--- src/rtl/vex_bus_pkg.sv ---
// Shared types and defaults for the VexRiscv-style instruction/data bus arbiter.
package vex_bus_pkg;

    typedef enum logic {
        SRC_IBUS = 1'b0,
        SRC_DBUS = 1'b1
    } src_t;

    localparam int DEFAULT_PENDING_DEPTH = 8;

endpackage

--- src/rtl/vex_pending_fifo.sv ---
// In-order tracker of which requester owns each outstanding read.
module vex_pending_fifo
    import vex_bus_pkg::*;
#(
    parameter int DEPTH = DEFAULT_PENDING_DEPTH
) (
    input  logic                     clk,
    input  logic                     reset,
    input  logic                     push,
    input  src_t                     pushId,
    input  logic                     pop,
    output src_t                     headId,
    output logic [$clog2(DEPTH):0]   count,
    output logic                     empty,
    output logic                     full
);

    localparam int PW = $clog2(DEPTH);
    localparam int CW = PW + 1;
    localparam logic [CW-1:0] COUNT_ONE = CW'(1);
    localparam logic [CW-1:0] COUNT_MAX = CW'(DEPTH);

    src_t            slots [DEPTH];
    logic [PW-1:0]   wrPtr;
    logic [PW-1:0]   rdPtr;
    logic            doPush;
    logic            doPop;

    assign empty  = (count == {CW{1'b0}});
    assign full   = (count == COUNT_MAX);
    assign doPush = push && !full;
    assign doPop  = pop && !empty;
    assign headId = slots[rdPtr];

    // Pointer and occupancy bookkeeping; power-of-two depth lets pointers wrap naturally.
    always_ff @(posedge clk or posedge reset) begin
        if (reset) begin
            wrPtr <= {PW{1'b0}};
            rdPtr <= {PW{1'b0}};
            count <= {CW{1'b0}};
        end else begin
            if (doPush) begin
                wrPtr <= wrPtr + 1'b1;
            end
            if (doPop) begin
                rdPtr <= rdPtr + 1'b1;
            end
            case ({doPush, doPop})
                2'b10:   count <= count + COUNT_ONE;
                2'b01:   count <= count - COUNT_ONE;
                default: count <= count;
            endcase
        end
    end

    // Entry storage; cleared on reset so the head never reads as X.
    always_ff @(posedge clk or posedge reset) begin
        if (reset) begin
            for (int i = 0; i < DEPTH; i++) begin
                slots[i] <= SRC_IBUS;
            end
        end else if (doPush) begin
            slots[wrPtr] <= pushId;
        end
    end

endmodule

--- src/rtl/vex_bus_arbiter.sv ---
// Merges instruction fetch and data bus commands onto one memory port and
// routes in-order read responses back to whichever requester issued them.
module vex_bus_arbiter
    import vex_bus_pkg::*;
#(
    parameter int PENDING_DEPTH = DEFAULT_PENDING_DEPTH
) (
    input  logic                           clk,
    input  logic                           reset,
    input  logic                           iBus_cmd_valid,
    output logic                           iBus_cmd_ready,
    input  logic [31:0]                    iBus_cmd_payload_pc,
    output logic                           iBus_rsp_valid,
    output logic [31:0]                    iBus_rsp_payload_inst,
    output logic                           iBus_rsp_payload_error,
    input  logic                           dBus_cmd_valid,
    output logic                           dBus_cmd_ready,
    input  logic                           dBus_cmd_payload_wr,
    input  logic [31:0]                    dBus_cmd_payload_address,
    input  logic [31:0]                    dBus_cmd_payload_data,
    input  logic [1:0]                     dBus_cmd_payload_size,
    output logic                           dBus_rsp_ready,
    output logic [31:0]                    dBus_rsp_data,
    output logic                           dBus_rsp_error,
    output logic                           mem_cmd_valid,
    input  logic                           mem_cmd_ready,
    output logic                           mem_cmd_payload_wr,
    output logic [31:0]                    mem_cmd_payload_address,
    output logic [31:0]                    mem_cmd_payload_data,
    output logic [1:0]                     mem_cmd_payload_size,
    input  logic                           mem_rsp_valid,
    input  logic [31:0]                    mem_rsp_payload_data,
    input  logic                           mem_rsp_payload_error,
    output logic [$clog2(PENDING_DEPTH):0] pending_count,
    output logic                           protocol_error
);

    src_t lastGrant;
    src_t lockSrc;
    logic lock;
    src_t grantSrc;
    logic grantValid;
    logic ibusEligible;
    logic dbusEligible;
    logic cmdFire;
    logic cmdIsRead;
    logic fifoPush;
    logic fifoPop;
    src_t fifoHead;
    logic fifoEmpty;
    logic fifoFull;

    // A full tracker blocks reads even when a response frees a slot this cycle.
    assign ibusEligible = iBus_cmd_valid && !fifoFull;
    assign dbusEligible = dBus_cmd_valid && (dBus_cmd_payload_wr || !fifoFull);

    // Grant selection: a stalled command keeps its source, otherwise round-robin on conflict.
    always_comb begin
        grantSrc   = lastGrant;
        grantValid = 1'b0;
        if (lock) begin
            grantSrc   = lockSrc;
            grantValid = (lockSrc == SRC_IBUS) ? iBus_cmd_valid : dBus_cmd_valid;
        end else if (ibusEligible && dbusEligible) begin
            grantSrc   = (lastGrant == SRC_IBUS) ? SRC_DBUS : SRC_IBUS;
            grantValid = 1'b1;
        end else if (ibusEligible) begin
            grantSrc   = SRC_IBUS;
            grantValid = 1'b1;
        end else if (dbusEligible) begin
            grantSrc   = SRC_DBUS;
            grantValid = 1'b1;
        end else begin
            grantValid = 1'b0;
        end
    end

    // Payload mux from the granted source; instruction fetches are always word reads.
    always_comb begin
        mem_cmd_payload_wr      = 1'b0;
        mem_cmd_payload_address = 32'h0000_0000;
        mem_cmd_payload_data    = 32'h0000_0000;
        mem_cmd_payload_size    = 2'd0;
        if (grantValid) begin
            case (grantSrc)
                SRC_IBUS: begin
                    mem_cmd_payload_wr      = 1'b0;
                    mem_cmd_payload_address = iBus_cmd_payload_pc;
                    mem_cmd_payload_data    = 32'h0000_0000;
                    mem_cmd_payload_size    = 2'd2;
                end
                SRC_DBUS: begin
                    mem_cmd_payload_wr      = dBus_cmd_payload_wr;
                    mem_cmd_payload_address = dBus_cmd_payload_address;
                    mem_cmd_payload_data    = dBus_cmd_payload_data;
                    mem_cmd_payload_size    = dBus_cmd_payload_size;
                end
                default: begin
                    mem_cmd_payload_wr      = 1'b0;
                    mem_cmd_payload_address = 32'h0000_0000;
                    mem_cmd_payload_data    = 32'h0000_0000;
                    mem_cmd_payload_size    = 2'd0;
                end
            endcase
        end else begin
            mem_cmd_payload_wr = 1'b0;
        end
    end

    assign mem_cmd_valid  = grantValid && !reset;
    assign iBus_cmd_ready = mem_cmd_valid && mem_cmd_ready && (grantSrc == SRC_IBUS);
    assign dBus_cmd_ready = mem_cmd_valid && mem_cmd_ready && (grantSrc == SRC_DBUS);
    assign cmdFire        = mem_cmd_valid && mem_cmd_ready;
    assign cmdIsRead      = (grantSrc == SRC_IBUS) || !dBus_cmd_payload_wr;
    assign fifoPush       = cmdFire && cmdIsRead;

    // Responses with no outstanding read are swallowed and flagged instead.
    assign fifoPop        = mem_rsp_valid && !fifoEmpty && !reset;
    assign iBus_rsp_valid = fifoPop && (fifoHead == SRC_IBUS);
    assign dBus_rsp_ready = fifoPop && (fifoHead == SRC_DBUS);

    assign iBus_rsp_payload_inst  = mem_rsp_payload_data;
    assign iBus_rsp_payload_error = mem_rsp_payload_error;
    assign dBus_rsp_data          = mem_rsp_payload_data;
    assign dBus_rsp_error         = mem_rsp_payload_error;

    // Arbitration state: lock holds a stalled command, lastGrant steers round-robin.
    always_ff @(posedge clk or posedge reset) begin
        if (reset) begin
            lock      <= 1'b0;
            lockSrc   <= SRC_IBUS;
            lastGrant <= SRC_DBUS;
        end else begin
            lock <= mem_cmd_valid && !mem_cmd_ready;
            if (mem_cmd_valid && !mem_cmd_ready) begin
                lockSrc <= grantSrc;
            end
            if (cmdFire) begin
                lastGrant <= grantSrc;
            end
        end
    end

    // Sticky flag for a response arriving while nothing is outstanding.
    always_ff @(posedge clk or posedge reset) begin
        if (reset) begin
            protocol_error <= 1'b0;
        end else if (mem_rsp_valid && fifoEmpty) begin
            protocol_error <= 1'b1;
        end
    end

    vex_pending_fifo #(
        .DEPTH (PENDING_DEPTH)
    ) uPendingFifo (
        .clk    (clk),
        .reset  (reset),
        .push   (fifoPush),
        .pushId (grantSrc),
        .pop    (fifoPop),
        .headId (fifoHead),
        .count  (pending_count),
        .empty  (fifoEmpty),
        .full   (fifoFull)
    );

endmodule

--- config.mk ---
export PLATFORM = sky130hd
export DESIGN_NAME = vex_bus_arbiter
export DESIGN_NICKNAME = d
export VERILOG_FILES = /design/src/rtl/vex_bus_pkg.sv /design/src/rtl/vex_pending_fifo.sv /design/src/rtl/vex_bus_arbiter.sv
export SDC_FILE = /design/constraint.sdc
export NUM_CORES = 1
export LEC_CHECK = 0
export ABC_AREA = 1
export CORE_AREA = 2 2 109 111
export CTS_BUF_LIST = sky130_fd_sc_hd__clkbuf_8
export DETAILED_ROUTE_END_ITERATION = 8
export DIE_AREA = 0 0 111 113
export PLACE_DENSITY = 0.72
export SLEW_MARGIN = 30
export SYNTH_ARGS = -nofsm -noshare
export SYNTH_HDL_FRONTEND = slang
export SYNTH_HIERARCHICAL = 1
export SYNTH_SLANG_ARGS = --single-unit
export TNS_END_PERCENT = 50
--- constraint.sdc ---
create_clock -name clk -period 7.6 [get_ports clk]
set_clock_uncertainty 0.05 [all_clocks]
set_input_delay 1.14 -clock clk [delete_from_list [all_inputs] [get_ports clk]]
set_output_delay 1.14 -clock clk [all_outputs]
set_load 0.03 [all_outputs]
-- After elaboration in Yosys (flattened, before gate mapping)
Index checks and enable logic that the tools add are counted.
- add/subtract/negate cells: 4
- $lt $le $gt $ge: 3
- equal/unequal tests: 3
- multiplexer cells: 25
- bitwise gates (word level): 4
- reductions and logical operators: 26
- operators by type and width (cell ; count):
    one-hot mux 32 bit (2 select lines) ; 2
    2-to-1 mux 32 bit ; 2
    logical AND 1 bit ; 17
    2-to-1 mux 1 bit ; 14
    bitwise mux 8 bit ; 1
    >= comparator 4 bit, second input constant ; 2
    NOT 3 -> 4 bit ; 2
    one-hot mux 4 bit (2 select lines) ; 1
    adder 3 x 1 -> 3 bit, second input constant ; 2
    zero test 1 bit ; 5
    adder 4 x 1 -> 4 bit, second input constant ; 1
    equality test 4 bit, second input constant ; 1
    zero test 4 bit ; 1
    < comparator 4 x 1 -> 1 bit, second input constant ; 1
    one-hot mux 2 bit (2 select lines) ; 1
    subtractor 4 x 1 -> 4 bit, second input constant ; 1
    binary-select mux 1 bit (select 3 bit) ; 1
    demux 1 bit (select 3 bit) ; 1
    equality test 2 x 1 -> 1 bit, second input constant ; 1
    equality test 2 bit, second input constant ; 1
    logical OR 1 bit ; 2
    2-to-1 mux 2 bit ; 1
    NOT 1 bit ; 2
    one-hot mux 1 bit (2 select lines) ; 1
    nonzero test 2 bit ; 1
- bits in registers: 22
- input bits: 138
- output and inout port bits: 143

-- Logic depth before layout (Yosys ltp)
Gate-level depths: netlist of run 1.
- word-level depth: 14
- gate-level depth with buffers: 21
- depth with buffers taken out: 19

-- Cells and area by module
Netlist of run 1, hierarchy kept.
- by module, submodules not included (module ; instances ; cells each ; area an instance (sq um)):
    vex_bus_arbiter ; 1 ; 369 ; 1933.1
    vex_pending_fifo ; 1 ; 152 ; 1129.8

-- Least setup slack after synthesis of run 1
OpenSTA, ideal clock, no wires.
- path kind: input port to output port
- start point: in dBus_cmd_payload_wr
- end point: out mem_cmd_payload_address[25]
- data arrival time: 2.179 ns
- required time: 6.410 ns
- setup slack: 4.231 ns
- stages: 10
- path through: inv_2 > nand2_1 > nand2_1 > nand2_2 > nand2_2 > inv_2 > buf_6 > buf_6 > nand2_1 > nor2_1
- word-level cells in the longest chain between the ends: 9
- RTL lines (element ; line ; source):
    start, declared ; vex_bus_arbiter.sv:18 ; input logic dBus_cmd_payload_wr,
    logical OR 1 bit * ; vex_bus_arbiter.sv:55 ; assign dbusEligible = dBus_cmd_valid && (dBus_cmd_payload_wr || !fifoFull);
    logical AND 1 bit * ; vex_bus_arbiter.sv:55 ;
    2-to-1 mux 1 bit ; vex_bus_arbiter.sv:70 ; end else if (dbusEligible) begin
    2-to-1 mux 1 bit ; vex_bus_arbiter.sv:67 ; end else if (ibusEligible) begin
    2-to-1 mux 1 bit ; vex_bus_arbiter.sv:64 ; end else if (ibusEligible && dbusEligible) begin
    2-to-1 mux 1 bit ; vex_bus_arbiter.sv:61 ; if (lock) begin
    NOT 1 bit ; vex_bus_arbiter.sv:85 ; case (grantSrc)
    one-hot mux 32 bit (2 select lines) ; vex_bus_arbiter.sv:85 ;
    2-to-1 mux 32 bit * ; vex_bus_arbiter.sv:84 ; if (grantValid) begin
    end, declared ; vex_bus_arbiter.sv:28 ; output logic [31:0] mem_cmd_payload_address,
Mark *: on every way between the ends. The rest lies on a longest branch, timed or not.

-- Worst setup path in the final report of run 1
- start point: in dBus_cmd_payload_wr
- end point: out dBus_cmd_ready
- RTL lines (element ; line ; source):
    logical OR 1 bit * ; vex_bus_arbiter.sv:55 ;
    logical AND 1 bit * ; vex_bus_arbiter.sv:55 ;
    2-to-1 mux 1 bit ; vex_bus_arbiter.sv:70 ;
    2-to-1 mux 1 bit ; vex_bus_arbiter.sv:67 ;
    2-to-1 mux 1 bit * ; vex_bus_arbiter.sv:64 ;
    2-to-1 mux 1 bit * ; vex_bus_arbiter.sv:61 ;
    via grantSrc ; vex_bus_arbiter.sv:41 ; src_t grantSrc;
    logical AND 1 bit * ; vex_bus_arbiter.sv:112 ; assign dBus_cmd_ready = mem_cmd_valid && mem_cmd_ready && (grantSrc == SRC_DBUS);
    end, declared ; vex_bus_arbiter.sv:17 ; output logic dBus_cmd_ready,
The timed path passes the listed nets; every way through them passes the cells marked *.

==> impl_metrics.csv, run 1 <==
group,metric,value,unit
status,status,"finished clean",
routing,drc_errors,0,
power,power_frac_clock,5.5,%
critical_path,worstPathCellList,"clkdlybuf4s50_1, inv_2, nand2_1, nand3_1, nand3_2, buf_4, nand2_2, inv_1, nand2_1, inv_1, clkdlybuf4s50_1",
critical_path,startpoint_type,"input pin",
placement,place.gp.congestion,0.813,
logic_synthesis,synth-warning-count,6,
cts,clkSinkCount,22,
critical_path,reg2reg_slack,3440,ps
cells_and_area,drive_above_1_share,3.58,%
logic_synthesis,syn_inst,521,
timing,finalHoldViolCount,0,
cts,numCtsBuffers,3,
power,p_comb_share,77.7,%
cts,cts_root_buf,"clkbuf_8",
logic_synthesis,yosysTopAreaCellShare,17.2,%
logic_synthesis,synth-edff-count,0,
min_path,worstHoldStart,"protocol_error",
logic_synthesis,yosysSeqAreaShare,18.0,%
critical_path,reg2reg_from,"uPendingFifo/count[0]",
power,p_switching,713,uW
floorplanning,fp.dieW,111,um
timing,rsz0062_at_grt,"false",
min_path,min_path_type,"flip-flop to flip-flop",
critical_path,cp.required,6410,ps
power,peakVddDrop,0.193,mV
critical_path,crit_type,"input pin to output port",
grt,grt_max_degree,67,
cts,hold_buffers,0,
logic_synthesis,synth_flop_cell,"dfrtp_1",
power,finalPower,1.32,mW
cells_and_area,areaGrowthSynthToFinish,44.2,%
routing,routed_wl,10700,um
routing,drt_iter0_drc,250,
power,swShare,54.2,%
floorplanning,die-area,12500,sq um
cts,cts_buffer_depth,2,
routing,wire_per_inst,14.2,um
logic_synthesis,syn_area_per_cell,5.88,sq um
min_path,hold_end,"protocol_error",
cts,postCtsSetupBuffers,0,
cts,cts.htree.levels,1,
timing,setup_tns,0,ps
placement,port_buffers,181,
power,intPower,603,uW
critical_path,critPathMaxStageDelay,670,ps
power,p_per_area,298,nW/um^2
critical_path,path_max_fanout,65,
logic_synthesis,async_flop_share,100,%
cts,path_clk_slew,80,ps
logic_synthesis,synth_fp_nets,665,
timing,worstMarginPinSlew,704,ps
grt,first_global_vias,2866,
floorplanning,die_h,113,um
critical_path,r2r_cells,20,
timing,post-route-min-period,5510,ps
timing,maxClockFrequency,182,MHz
grt,grt.overflow.total,0,
power,leakage,2.18,nW
logic_synthesis,syn_area,3060,sq um
floorplanning,row_count,39,
floorplanning,start_util,27.2,%
routing,vias,3278,
power,seq_power_share,16.8,%
flow_run,cap_violations,0,
placement,dp_hpwl,8550,um
grt,grt_usage,16.0,%
logic_synthesis,synth_area_leaders,"dfrtp_1 17%, buf_4 17%, nand2_1 16%, nor2_1 11%, inv_1 7.8%",
floorplanning,ioPinCount,281,
logic_synthesis,synth-seq-cells,22,
routing,viasPerCell,4.33,
critical_path,r2r_end,"uPendingFifo/count[3]",
cts,clock_latency,260,ps
grt,antenna_found_initial,0,
grt,grt_pass1_wl,16300,um
cells_and_area,utilization,39.2,%
timing,finalCritPeriodShare,72.5,%
timing,maxSlewViolCount,0,
logic_synthesis,synthDistinctLibCells,27,
critical_path,cp-end-kind,"output port",
routing,drt_pass1_iterations,4,
timing,relSlewSlack,53.0,%
cells_and_area,insertedDiodeCount,0,
cts,cts_tree,"yes",
cts,post_cts_resized,0,
critical_path,cp_slowest_cell,"clkdlybuf4s50_1",
cells_and_area,final_net_count,759,
floorplanning,core,11300,sq um
routing,ant_nets,0,
timing,setup_viol_count_final,0,
logic_synthesis,yosys.area.top_type,"dfrtp_1",
critical_path,arrival,4320,ps
min_path,hold-path-cell-count,1,
state kept, by name (all words and copies together) (netlist names):
name	count
uPendingFifo/wrPtr	3
lockSrc	1
protocol_error	1
uPendingFifo/count	4
uPendingFifo/rdPtr	3
lock	1
uPendingFifo/slots	8
lastGrant	1
stage by stage:
stage | hold slack [ps] | instances | worst slack [ps] | cell area (sq um)
floorplan | 392 | 521 | 4230 | 3060
global placement | 396 | 753 | 2080 | 4370
detailed placement | 406 | 753 | 2080 | 4370
CTS | 425 | 757 | 2050 | 4420
global route | 442 | 757 | 1780 | 4420
finish | 419 | 757 | 2090 | 4420
power by group through the flow:
stage	Sequential [mW]	Clock, mW	Combinational (mW)
finish	0.221	0.0722	1.02
global route	0.230	0.0812	1.12
CTS	0.221	0.0750	1.03
detailed placement	0.223	0	1.03
global placement	0.223	0	1.02
floorplan	0.223	0	0.757
worst max path at each step:
stage,startpoint,endpoint,depth (start not counted)
global placement,dBus_cmd_payload_wr,dBus_cmd_ready,11
CTS,dBus_cmd_payload_wr,dBus_cmd_ready,11
global route,dBus_cmd_payload_wr,dBus_cmd_ready,11
floorplan,dBus_cmd_payload_wr,mem_cmd_payload_address[25],10
finish,dBus_cmd_payload_wr,dBus_cmd_ready,11
detailed placement,dBus_cmd_payload_wr,dBus_cmd_ready,11
cell usage in the layout, fill, tap and decap left out:
cell / synthesis / routed
nand3_2: 2 / 2
nand2_1: 129 / 128
or2_2: 1 / 1
a21o_1: 1 / 1
xnor2_1: 4 / 4
ha_1: 5 / 5
clkbuf_8: 0 / 3
a21oi_1: 32 / 32
a21oi_2: 1 / 1
nand2_2: 4 / 5
nand3_1: 46 / 46
inv_4: 0 / 1
dfstp_2: 1 / 1
nor2_1: 89 / 89
nand2_4: 1 / 1
o21ai_0: 3 / 3
nor3_1: 2 / 2
xor2_1: 2 / 2
nor2_4: 1 / 1
fa_1: 1 / 1
inv_1: 64 / 65
o21ai_1: 2 / 2
clkdlybuf4s50_1: 0 / 181
inv_2: 3 / 2
dfrtp_1: 21 / 21
buf_4: 69 / 3
nand4_1: 10 / 10
nand3_4: 1 / 1
metal layers:
metal | global-route usage, % | wire length (um) | vias up
met5 | 0 | 0 | -
met4 | 2.50 | 80 | 0
met3 | 9.80 | 1570 | 8
met2 | 23.5 | 4590 | 173
met1 | 20.4 | 4480 | 1387
li1 | - | - | 1710
Yosys cell counts, types with 3 or more instances:
cell type and instances:
a21oi_1 32, buf_2 16, buf_4 69, buf_6 10
dfrtp_1 21, ha_1 5, inv_1 64, inv_2 3
nand2_1 129, nand2_2 4, nand3_1 46, nand4_1 10
nor2_1 89, o21ai_0 3, xnor2_1 4
cells by family after synthesis:
logic type	after synthesis	share of synthesized area, %
adder cells (fa/ha/maj)	6	2.70
buffers and inverters	162	31.4
XOR/XNOR	6	1.72
AND/OR/NAND/NOR	286	39.6
AO/OA/AOI/OAI	39	6.58
flip-flops	22	18.0
critical path: cells and delay by family:
kind,cells,cell delay [ps]
buf+inv,6,2250
simple gates,5,910
area by class of cell:
| type | instances | area (sq um) |
|---|---|---|
| Fill cell | 1183 | 6860 |
| Timing Repair Buffer | 184 | 1830 |
| Multi-Input combinational cell | 337 | 1550 |
| Sequential cell | 22 | 552 |
| Inverter | 67 | 254 |
| Tap cell | 143 | 179 |
| Clock buffer | 3 | 41.3 |
| Clock inverter | 1 | 3.75 |
No activity file was read; power rests on OpenSTA's default activity.
==> run 2, diff against run 1 <==
--- a/config.mk
+++ b/config.mk
@@ -10,7 +10,7 @@
 export CTS_BUF_LIST = sky130_fd_sc_hd__clkbuf_8
 export DETAILED_ROUTE_END_ITERATION = 8
 export DIE_AREA = 0 0 111 113
-export PLACE_DENSITY = 0.72
+export PLACE_DENSITY = 0.75
 export SLEW_MARGIN = 30
 export SYNTH_ARGS = -nofsm -noshare
 export SYNTH_HDL_FRONTEND = slang
==> constraint.sdc (replaced) <==
create_clock -name clk -period 4.8 [get_ports clk]
set_clock_uncertainty 0.05 [all_clocks]
set_input_delay 0.72 -clock clk [delete_from_list [all_inputs] [get_ports clk]]
set_output_delay 0.72 -clock clk [all_outputs]
set_load 0.03 [all_outputs]
==> impl_metrics.csv, run 2 (synthesis results as in run 1) <==
group,metric,value,unit
status,status,"finished clean",
routing,vias,3276,
grt,grt_pass1_wl,15200,um
timing,setup_tns,0,ps
routing,drt_iter0_drc,296,
critical_path,path_max_fanout,64,
flow_run,cap_violations,0,
cells_and_area,drive_above_1_share,4.85,%
cts,cts_buffer_depth,2,
cts,path_clk_slew,80,ps
critical_path,worstPathCellList,"nor2_4, nand3_4, inv_1, inv_1, nand2_1, nand2_1, nand3_2, buf_4, a21oi_1, nor2_1, clkdlybuf4s50_1",
floorplanning,die-area,12500,sq um
cells_and_area,areaGrowthSynthToFinish,45.1,%
cts,cts.htree.levels,1,
critical_path,arrival,3040,ps
timing,maxClockFrequency,262,MHz
power,power_frac_clock,6.4,%
cts,cts_root_buf,"clkbuf_8",
grt,grt.overflow.total,0,
min_path,min_path_type,"flip-flop to flip-flop",
floorplanning,row_count,39,
power,p_comb_share,77.1,%
timing,post-route-min-period,3810,ps
cts,clkSinkCount,22,
grt,grt_usage,14.7,%
floorplanning,ioPinCount,281,
power,intPower,980,uW
timing,relSlewSlack,53.3,%
floorplanning,core,11300,sq um
cts,postCtsSetupBuffers,0,
routing,viasPerCell,4.30,
cells_and_area,final_area,4450,sq um
timing,finalHoldViolCount,0,
power,leakage,2.20,nW
cells_and_area,finalNonFillerCells,761,
power,peakVddDrop,0.315,mV
timing,worst_hold_slack,420,ps
critical_path,reg2reg_slack,1720,ps
critical_path,cp.required,4030,ps
placement,dpl-instance-area,4390,sq um
timing,finalCritPeriodShare,79.4,%
routing,ant_nets,0,
power,seq_power_share,16.5,%
placement,dp.cells,757,
placement,port_buffers,181,
cells_and_area,largest_reg_flops,8,
critical_path,critPathMaxStageDelay,710,ps
cells_and_area,insertedDiodeCount,0,
cells_and_area,layout_commonest_cell,"clkdlybuf4s50_1",
grt,first_global_vias,2773,
timing,maxSlewViolCount,0,
power,p_per_area,473,nW/um^2
routing,routed_wl,10100,um
power,swShare,53.4,%
cells_and_area,regMostFlops,"uPendingFifo/slots",
routing,wire_per_inst,13.2,um
critical_path,cp-end-kind,"output port",
routing,drt_pass1_iterations,4,
timing,setup_viol_count_final,0,
cts,post_cts_resized,0,
placement,place.gp.congestion,0.798,
cells_and_area,top_regs,"uPendingFifo/slots x8, uPendingFifo/count x4",
routing,drc_errors,0,
floorplanning,start_util,27.2,%
timing,worstMarginPinSlew,699,ps
placement,dp_hpwl,8060,um
cts,cts_tree,"yes",
cts,hold_buffers,0,
cts,numCtsBuffers,3,
critical_path,startpoint_type,"flip-flop",
floorplanning,die_h,113,um
cells_and_area,final_net_count,763,
critical_path,cp_slowest_cell,"clkdlybuf4s50_1",
grt,grt_max_degree,65,
grt,antenna_found_initial,0,
cts,clock_latency,270,ps
timing,rsz0062_at_grt,"false",
power,p_switching,1.12,mW
cells_and_area,final_cell_mix,"178 x clkdlybuf4s50_1, 128 x nand2_1, 89 x nor2_1",
floorplanning,fp.dieW,111,um
critical_path,crit_type,"flip-flop to output port",
## run 2: worst max-delay path, delay by kind of cell, from the launching register on
kind | cells | cell delay, ps
flip-flops | 1 | 470
AND/OR/NAND/NOR | 6 | 710
AO/OA/AOI/OAI | 1 | 160
buffers and inverters | 4 | 1420
## run 2: area by class of cell
| type | count | area, sq um |
|---|---|---|
| Fill cell | 1203 | 6830 |
| Tap cell | 143 | 179 |
| Multi-Input combinational cell | 337 | 1550 |
| Timing Repair Buffer | 188 | 1860 |
| Clock buffer | 4 | 55.1 |
| Sequential cell | 22 | 552 |
| Inverter | 67 | 251 |
## run 2: path summary, 6_finish.rpt
path                                        from                     endpoint  cells after the start
max in group asynchronous                  reset        uPendingFifo/count[1]                      2
min in group asynchronous                  reset               protocol_error                      2
hold reg to reg                   protocol_error               protocol_error                      1
setup / recovery           uPendingFifo/count[0]  mem_cmd_payload_address[31]                     11
setup reg to reg           uPendingFifo/count[0]        uPendingFifo/count[3]                     18
hold / removal                    protocol_error               protocol_error                      1
## run 2: metrics by stage
step | total power, mW | setup WS, ps | utilization [%]
after floorplan | 1.55 | 1780 | -
after global placement | 1.97 | 992 | 38.9
after detailed placement | 1.98 | 999 | 38.9
after CTS | 2.12 | 972 | 39.4
after global routing | 2.28 | 756 | 39.4
final | 2.10 | 990 | 39.4
## run 2: per-layer routing
metal  vias to the layer above  track usage, %  part of all wire [%]
li1                       1717               -                     -
met1                      1371            20.2                    43
met2                       179            21.1                    42
met3                         9            6.91                    13
met4                         0            3.08                   1.3
met5                         -               0                     0
## run 2: power groups by stage
stage          sequential [mW]  combinational [mW]  clock (mW)
6_report                 0.346                1.62       0.135
5_1_grt                  0.359                1.77       0.147
4_1_cts                  0.347                1.63       0.138
3_5_place_dp             0.350                1.63           0
3_3_place_gp             0.349                1.62           0
2_1_floorplan            0.354                1.20           0
==> run 3, diff against run 2 <==
--- a/config.mk
+++ b/config.mk
@@ -6,11 +6,11 @@
 export NUM_CORES = 1
 export LEC_CHECK = 0
 export ABC_AREA = 1
-export CORE_AREA = 2 2 109 111
+export CORE_AREA = 2 2 110 112
 export CTS_BUF_LIST = sky130_fd_sc_hd__clkbuf_8
 export DETAILED_ROUTE_END_ITERATION = 8
-export DIE_AREA = 0 0 111 113
-export PLACE_DENSITY = 0.75
+export DIE_AREA = 0 0 112 114
+export PLACE_DENSITY = 0.71
 export SLEW_MARGIN = 30
 export SYNTH_ARGS = -nofsm -noshare
 export SYNTH_HDL_FRONTEND = slang
==> constraint.sdc (replaced) <==
create_clock -name clk -period 3.8 [get_ports clk]
set_clock_uncertainty 0.05 [all_clocks]
set_input_delay 0.57 -clock clk [delete_from_list [all_inputs] [get_ports clk]]
set_output_delay 0.57 -clock clk [all_outputs]
set_load 0.03 [all_outputs]
==> impl_metrics.csv, run 3 (synthesis results as in run 1) <==
group,metric,value,unit
placement,dp.cells,763,
cts,postCtsSetupBuffers,0,
cts,cts.htree.levels,1,
floorplanning,start_util,26.2,%
cts,cts_buffer_depth,2,
cells_and_area,layout_commonest_cell,"clkdlybuf4s50_1",
power,leakage,2.25,nW
timing,setup_tns,0,ps
cts,path_clk_slew,70,ps
power,finalPower,2.60,mW
grt,grt_max_degree,65,
cells_and_area,largest_reg_flops,8,
timing,finalHoldViolCount,0,
timing,finalCritPeriodShare,90.0,%
placement,dpl-instance-area,4330,sq um
routing,drc_errors,0,
cts,clkSinkCount,22,
timing,worstMarginPinSlew,717,ps
cts,hold_buffers,0,
critical_path,cp.required,3180,ps
routing,drt_pass1_iterations,4,
cells_and_area,drive_above_1_share,10.2,%
routing,routed_wl,10500,um
placement,port_buffers,181,
routing,ant_nets,0,
floorplanning,row_count,40,
routing,viasPerCell,4.34,
cells_and_area,regMostFlops,"uPendingFifo/slots",
floorplanning,ioPinCount,281,
timing,maxSlewViolCount,0,
placement,place.gp.congestion,0.779,
cells_and_area,final_net_count,765,
routing,vias,3326,
grt,grt_pass1_wl,15500,um
routing,drt_iter0_drc,229,
min_path,min_path_type,"flip-flop to flip-flop",
grt,grt_usage,15.0,%
timing,setup_viol_count_final,0,
power,peakVddDrop,0.337,mV
grt,antenna_found_initial,0,
cts,numCtsBuffers,3,
floorplanning,core,11700,sq um
flow_run,cap_violations,0,
critical_path,path_max_fanout,24,
cells_and_area,insertedDiodeCount,0,
routing,wire_per_inst,13.7,um
cells_and_area,final_cell_mix,"146 x clkdlybuf4s50_1, 128 x nand2_1, 89 x nor2_1",
cells_and_area,top_regs,"uPendingFifo/slots x8, uPendingFifo/count x4",
timing,relSlewSlack,52.2,%
critical_path,cp-end-kind,"output port",
cts,cts_tree,"yes",
placement,dp_hpwl,8330,um
timing,worst_hold_slack,423,ps
critical_path,arrival,2800,ps
timing,maxClockFrequency,292,MHz
cells_and_area,final_area,4380,sq um
critical_path,crit_type,"input pin to output port",
cells_and_area,finalNonFillerCells,767,
timing,rsz0062_at_grt,"false",
cells_and_area,areaGrowthSynthToFinish,42.9,%
timing,post-route-min-period,3420,ps
power,p_per_area,595,nW/um^2
status,status,"finished clean",
cts,cts_root_buf,"clkbuf_8",
cts,clock_latency,260,ps
grt,grt.overflow.total,0,
grt,first_global_vias,2805,
floorplanning,fp.dieW,112,um
cts,post_cts_resized,0,
floorplanning,die_h,114,um
floorplanning,die-area,12800,sq um
critical_path,startpoint_type,"input pin",
run 3: critical path, cell delays in order:
cell and delay [ps]:
clkdlybuf4s50_1 470, inv_2 50, nand2_1 70, nand2_1 60
nand2_2 100, nand2_2 60, inv_2 330, buf_4 250
nand2_1 70, nor2_1 90, clkdlybuf4s50_1 670
run 3: cell type report:
cell class,instances,area (sq um)
sequential,22,552
timing repair buffer,190,1790
clock inverter,1,3.75
tap,147,184
inverter,67,251
multi-input combinational,337,1550
fill,1238,7340
clock buffer,3,41.3
run 3: worst paths after layout:
path	startpoint	to	slack, ps	cells past startpoint
min in group asynchronous	reset	protocol_error	520	2
min reg2reg	uPendingFifo/slots[6]	uPendingFifo/slots[6]	420	2
max reg2reg	uPendingFifo/count[0]	uPendingFifo/count[3]	930	17
min	uPendingFifo/slots[6]	uPendingFifo/slots[6]	420	2
max in group asynchronous	reset	uPendingFifo/slots[4]	2520	2
max	dBus_cmd_payload_wr	mem_cmd_payload_data[22]	380	11
run 3: through the flow:
| step | worst slack (ps) | util, % |
|---|---|---|
| after floorplan | 778 | - |
| after global placement | 403 | 37.0 |
| after detailed placement | 372 | 37.0 |
| after CTS | 364 | 37.4 |
| after global routing | 231 | 37.4 |
| final | 380 | 37.4 |
run 3: routing by layer:
metal | up-vias | global-route usage, % | wire length [um]
met3 | 8 | 9.35 | 1620
met5 | - | 0 | 0
met4 | 0 | 2.11 | 54
met2 | 174 | 22.1 | 4420
li1 | 1723 | - | -
met1 | 1421 | 19.1 | 4370
run 3: where the power goes:
| part | internal (mW) | switching, mW | leakage [nW] |
|---|---|---|---|
| Clock | 0.0721 | 0.0733 | 0.0269 |
| Combinational | 0.774 | 1.25 | 1.95 |
| Sequential | 0.329 | 0.108 | 0.274 |
| Total | 1.18 | 1.43 | 2.25 |
==> patch 1 (settings of run 1) <==
Change the package constant `DEFAULT_PENDING_DEPTH` from 8 to 4.
--- a/src/rtl/vex_bus_pkg.sv
+++ b/src/rtl/vex_bus_pkg.sv
@@ -7,5 +7,5 @@
     } src_t;
 
-    localparam int DEFAULT_PENDING_DEPTH = 8;
+    localparam int DEFAULT_PENDING_DEPTH = 4;
 
 endpackage
Ports: changed (resized pending_count); port bits go from 281 to 280. The function was not compared with the original's and may differ.
==> patch 1 against run 1 <==
  * Setup slack improved by 0.15 ns
  * Hold slack got worse by 0.019 ns
  * Total power decreased by 5.5%
  * Wire length decreased by 20%
  * Sequential cell count decreased by 7
  * Area after synthesis decreased by 15%
  * Critical path depth unchanged
  * Final area decreased by 10%
  * Largest cell class unchanged
==> patch 1: results (changes against run 1) <==
The largest registers in the layout are uPendingFifo/slots x4, uPendingFifo/count x3. The flop-to-flop setup slack is 3.63 ns (+0.19 ns). The number of nets in the finished design came out at 692 (-8.8%).

The largest stage delay on the critical path came out at 0.66 ns. Ranked by total cell area, the synthesized netlist is headed by buf_4 (20%), nand2_1 (15%), dfrtp_1 (13%). The number of gates resized after CTS came to 0 (unchanged). The maximum number of pins on one net before global-route repair is 67 (unchanged). The maximum ir drop on the vdd rail is 0.186 mV (-3.5%). The clock insertion delay at the later pin of the skew report came out at 0.25 ns. The total number of vias came out at 2913 (-11%).

The first-iteration detailed-routing DRC count is 246 (-1.6%). The half-perimeter wire length of the detailed placement result came out at 6.57 mm (-23%). Ranked by instance count, the synthesized netlist is headed by nand2_1 (105), nor2_1 (75), buf_4 (69), inv_1 (59), nand3_1 (40). The deepest level of the CTS H-tree is 1 (unchanged). The post-synthesis net count came out at 597 (-10%).

The total inserted antenna cells came out at 0 (unchanged). The clock transition at the registers of the reported paths is 0.06 ns (-0.02 ns). The synthesis warning total came out at 6 (unchanged).

The fraction of layout instances using a drive strength above 1 came to 3.66% (+0.073 points). The fraction of registers with async set/reset came to 100% (unchanged). The number of port buffers came out at 180 (-0.55%).

The maximum clock path buffer count was 2 (unchanged). The first-pass GRT wire length is 13.4 mm (-18%). The final weighted congestion in routability-driven placement is 0.795 (-2.2%). The flow ran to the end, and the final reports show no timing, DRC or antenna violations. The sequential area share after synthesis is 14.5% (-3.6 points). The number of global-route vias before repair came out at 2582 (-9.9%). The post-placement worst setup slack came out at 2.21 ns (+0.130 ns). The minimum clock period after layout came to 5.36 ns (-0.150 ns). The type of the worst min-delay path is reg2reg. The static leakage is 1.94 nW (-11%).

The placement-stage cell area is 0.00391 mm² (-11%). The number of setup buffers added after CTS came to 0 (unchanged). Among all flip-flop cells after synthesis, the most frequent one is dfrtp_1. The iteration count of the initial detailed-routing pass is 4 (unchanged). The transition time at the pin with the least slew margin is 0.777 ns (+0.0734 ns). The initial antenna violation count came out at 0 (unchanged). The count of antenna-violating nets left after detailed routing is 0 (unchanged).

The root buffer cell chosen for the clock tree is clkbuf_8. The highest net fanout along the worst path came to 65 (unchanged). The data arrival at the endpoint of the critical path came out at 4.17 ns (-0.15 ns). The TritonCTS buffer count is 3 (unchanged). The post-synthesis cell type count was 23 (-15%). The global router's overall resource usage is 12.7% (-3.2 points).

Among all stages on the critical path, the largest delay is contributed by clkdlybuf4s50_1. The wire length after detailed routing was 8.56 mm (-20%).
-- patch 1: critical path: cells and delay by family --
| kind | cells | cell delay, ns |
|---|---|---|
| AND/OR/NAND/NOR | 5 | 0.91 |
| buffers and inverters | 6 | 2.09 |
-- patch 1: cell families after synthesis --
group / Yosys count / synth area share, %
and+or+nand+nor: 239 / 38.8
buffers and inverters: 153 / 35.5
AOI/OAI and AO/OA: 39 / 7.73
DFF: 15 / 14.5
adders and majority gates: 6 / 3.17
xor gates and xnor gates: 1 / 0.336
-- patch 1: per-stage QoR --
step | hold slack, ns | std cells
floorplan | 0.386 | 453
global placement | 0.392 | 686
detailed placement | 0.393 | 686
CTS | 0.408 | 690
global route | 0.436 | 690
finish | 0.400 | 690
-- patch 1: routing by layer --
layer  GRT usage (%)  up-vias  share of wire, %
met4            2.50        0               1.1
met3            4.55        7                10
met5               0        -                 0
met1            17.7     1235                46
li1                -     1503                 -
met2            19.1      168                43
-- patch 1: where the power goes --
group | switching (mW) | internal (mW) | total [mW]
Combinational | 0.634 | 0.397 | 1.03
Sequential | 0.0338 | 0.115 | 0.149
Clock | 0.0287 | 0.0358 | 0.0646
-- patch 1: worst paths after layout --
path,startpoint,to,depth (start not counted)
worst min-delay path,protocol_error,protocol_error,1
worst min register to register,protocol_error,protocol_error,1
worst max-delay path,dBus_cmd_payload_wr,dBus_cmd_ready,11
worst max register to register,uPendingFifo/count[1],uPendingFifo/count[1],15
min in group asynchronous,reset,lockSrc,2
max in group asynchronous,reset,uPendingFifo/count[0],2
-- patch 1: area by class of cell --
class / instances / area [µm²]
fillers: 1236 / 7320
clock inverters: 1 / 3.75
flip-flops and latches: 15 / 377
repair buffers: 182 / 1820
clock buffers: 3 / 41.3
inverters: 61 / 231
multi-input cells: 285 / 1310
well taps: 143 / 179
==> patch 2 (config.mk and constraints of run 1) <==
Without the edit above. Compare `count` against `COUNT_MAX` with >= in place of ==.
--- a/src/rtl/vex_pending_fifo.sv
+++ b/src/rtl/vex_pending_fifo.sv
@@ -28,5 +28,5 @@
 
     assign empty  = (count == {CW{1'b0}});
-    assign full   = (count == COUNT_MAX);
+    assign full   = (count >= COUNT_MAX);
     assign doPush = push && !full;
     assign doPop  = pop && !empty;
Check against the original RTL: no difference found for any inputs over 4 cycles, from zero or initial values and one cycle with reset high; that may be too few to reach the edited logic, so the function may still have changed.
==> patch 2 against run 1 <==
  * Sequential cell count did not move
  * Maximum frequency rose by 2.9%
  * Die area did not move
  * Wire length fell by 4.6%
  * First-iteration DRC count rose by 17%
  * Register-to-register slack improved by 0.68 ns
  * Sequential share of layout area rose by 0.17 points
  * Final area fell by 1.3%
  * Utilization fell by 0.52 points
  * Area after synthesis fell by 3.2%
  * Setup slack improved by 0.16 ns
  * Total power rose by 11%
  * Critical endpoint unchanged
==> patch 2: results (changes against run 1) <==
The maximum clock path buffer count is 2 (unchanged). The global router's overall resource usage came out at 15.2% (-0.79 points). The final weighted congestion in routability-driven placement is 0.783 (-3.7%). By area the synthesized netlist is led by dfrtp_1 (18%), buf_4 (17%), nand2_1 (16%). The clock transition at the registers of the reported paths came out at 0.08 ns (about the same). The number of setup buffers added after CTS came to 0 (unchanged). The overall power of the completed layout came out at 1.46 mW (+11%).

The first-pass GRT wire length came out at 15.5 mm (-5.0%). The number of global-route vias before repair is 2708 (-5.5%). The number of port buffers is 181 (unchanged). The combinational share of power is 77.3% (-0.4 points). The initial antenna violation count is 0 (unchanged). The worst register-to-register path begins at uPendingFifo/count[3]. The predominant post-synthesis flop cell is dfrtp_1. The TritonCTS buffer count is 3 (unchanged). The largest registers in the layout are uPendingFifo/slots x8, uPendingFifo/count x4. The first-iteration detailed-routing DRC count is 292 (+17%). The maximum ir drop on the vdd rail came out at 0.193 mV (about the same).

The highest net fanout along the worst path came out at 65 (unchanged). The number of cell instances on the worst register-to-register path came out at 16 (-20%). The number of gates resized after CTS is 0 (unchanged).

The placement-stage cell area was 0.00429 mm² (-1.9%). The synthesis warning total came out at 6 (unchanged). The fraction of layout instances using a drive strength above 1 came out at 4.02% (+0.44 points). The fraction of registers with async set/reset was 100% (unchanged).

The switching power is 0.786 mW (+10%). The dominant delay contributor by cell family on the critical path is buffers and inverters. The remaining max-slew budget at the tightest pin is 54.4% (+1.4 points). The wire length after detailed routing is 10.2 mm (-4.6%).

The number of nets in the finished design was 742 (-2.2%). The tree is rooted in a clkbuf_8. The sequential area share after synthesis came out at 18.6% (+0.59 points). The post-synthesis net count is 647 (-2.7%). The post-synthesis cell type count was 30 (+11%).

The data arrival at the endpoint of the critical path is 4.16 ns (-0.16 ns). The largest stage delay on the critical path came out at 0.66 ns. For the sequential group, total power comes out at 0.223 mW.

The number of fill cells in the layout came out at 1166 (-1.4%). The run finished with clean final reports. The start point of the worst min-delay path is protocol_error. The via-per-instance ratio came out at 4.27 (-1.5%). After synthesis, the most frequently instantiated cells are nand2_1 (123), nor2_1 (82), buf_4 (69), inv_1 (63), nand3_1 (42). The half-perimeter wire length of the detailed placement result came to 8.17 mm (-4.4%). The static leakage is 2.12 nW (-2.8%).
patch 2: cell types whose count changed in the layout (fill, tap and decap cells not counted), sizes merged:
| cell | change |
|---|---|
| nand2 | -6 |
| o21ai | +7 |
| nand3 | -5 |
| inv | -1 |
| bufinv | +1 |
| nand3b | +1 |
| xor2 | +1 |
| buf | -2 |
| xnor2 | -2 |
| nor2 | -4 |
| nand4 | -7 |
patch 2: final timing paths:
path | slack (ns) | end
max | 2.25 | dBus_cmd_ready
min | 0.42 | protocol_error
min reg2reg | 0.42 | protocol_error
max reg2reg | 4.12 | uPendingFifo/count[3]
max in group asynchronous | 5.78 | uPendingFifo/count[1]
min in group asynchronous | 1.09 | protocol_error
patch 2: cell families after synthesis:
family,share of synthesized area (%)
AOI/OAI and AO/OA,7.97
adders and majority gates,2.78
and+or+nand+nor,37.4
DFF,18.6
xor gates and xnor gates,1.48
buffers and inverters,31.8
patch 2: per-layer routing:
layer	vias to the layer above	share of wire [%]	wire (µm)	global-route usage [%]
li1	1647	-	-	-
met1	1335	42	4300	19.9
met2	169	43	4370	22.2
met3	6	15	1510	8.57
met4	0	0.49	50	2.42
met5	-	0	0	0
patch 2: per-stage QoR:
step | util [%] | hold WS (ns) | setup slack (ns) | std cells
after floorplan | - | 0.403 | 4.23 | 503
after global placement | 38.0 | 0.401 | 2.17 | 736
after detailed placement | 38.0 | 0.398 | 2.20 | 736
after CTS | 38.7 | 0.422 | 2.19 | 740
after global routing | 38.7 | 0.447 | 1.83 | 740
final | 38.7 | 0.424 | 2.25 | 740
patch 2: final cells by class:
class                      instances  area [µm²]  area share (%)
multi-input combinational        322        1480            33.9
clock buffer                       3        41.3           0.948
clock inverter                     1        30.0           0.689
inverter                          67         256            5.89
timing repair buffer             182        1820            41.8
tap                              143         179            4.11
sequential                        22         552            12.7
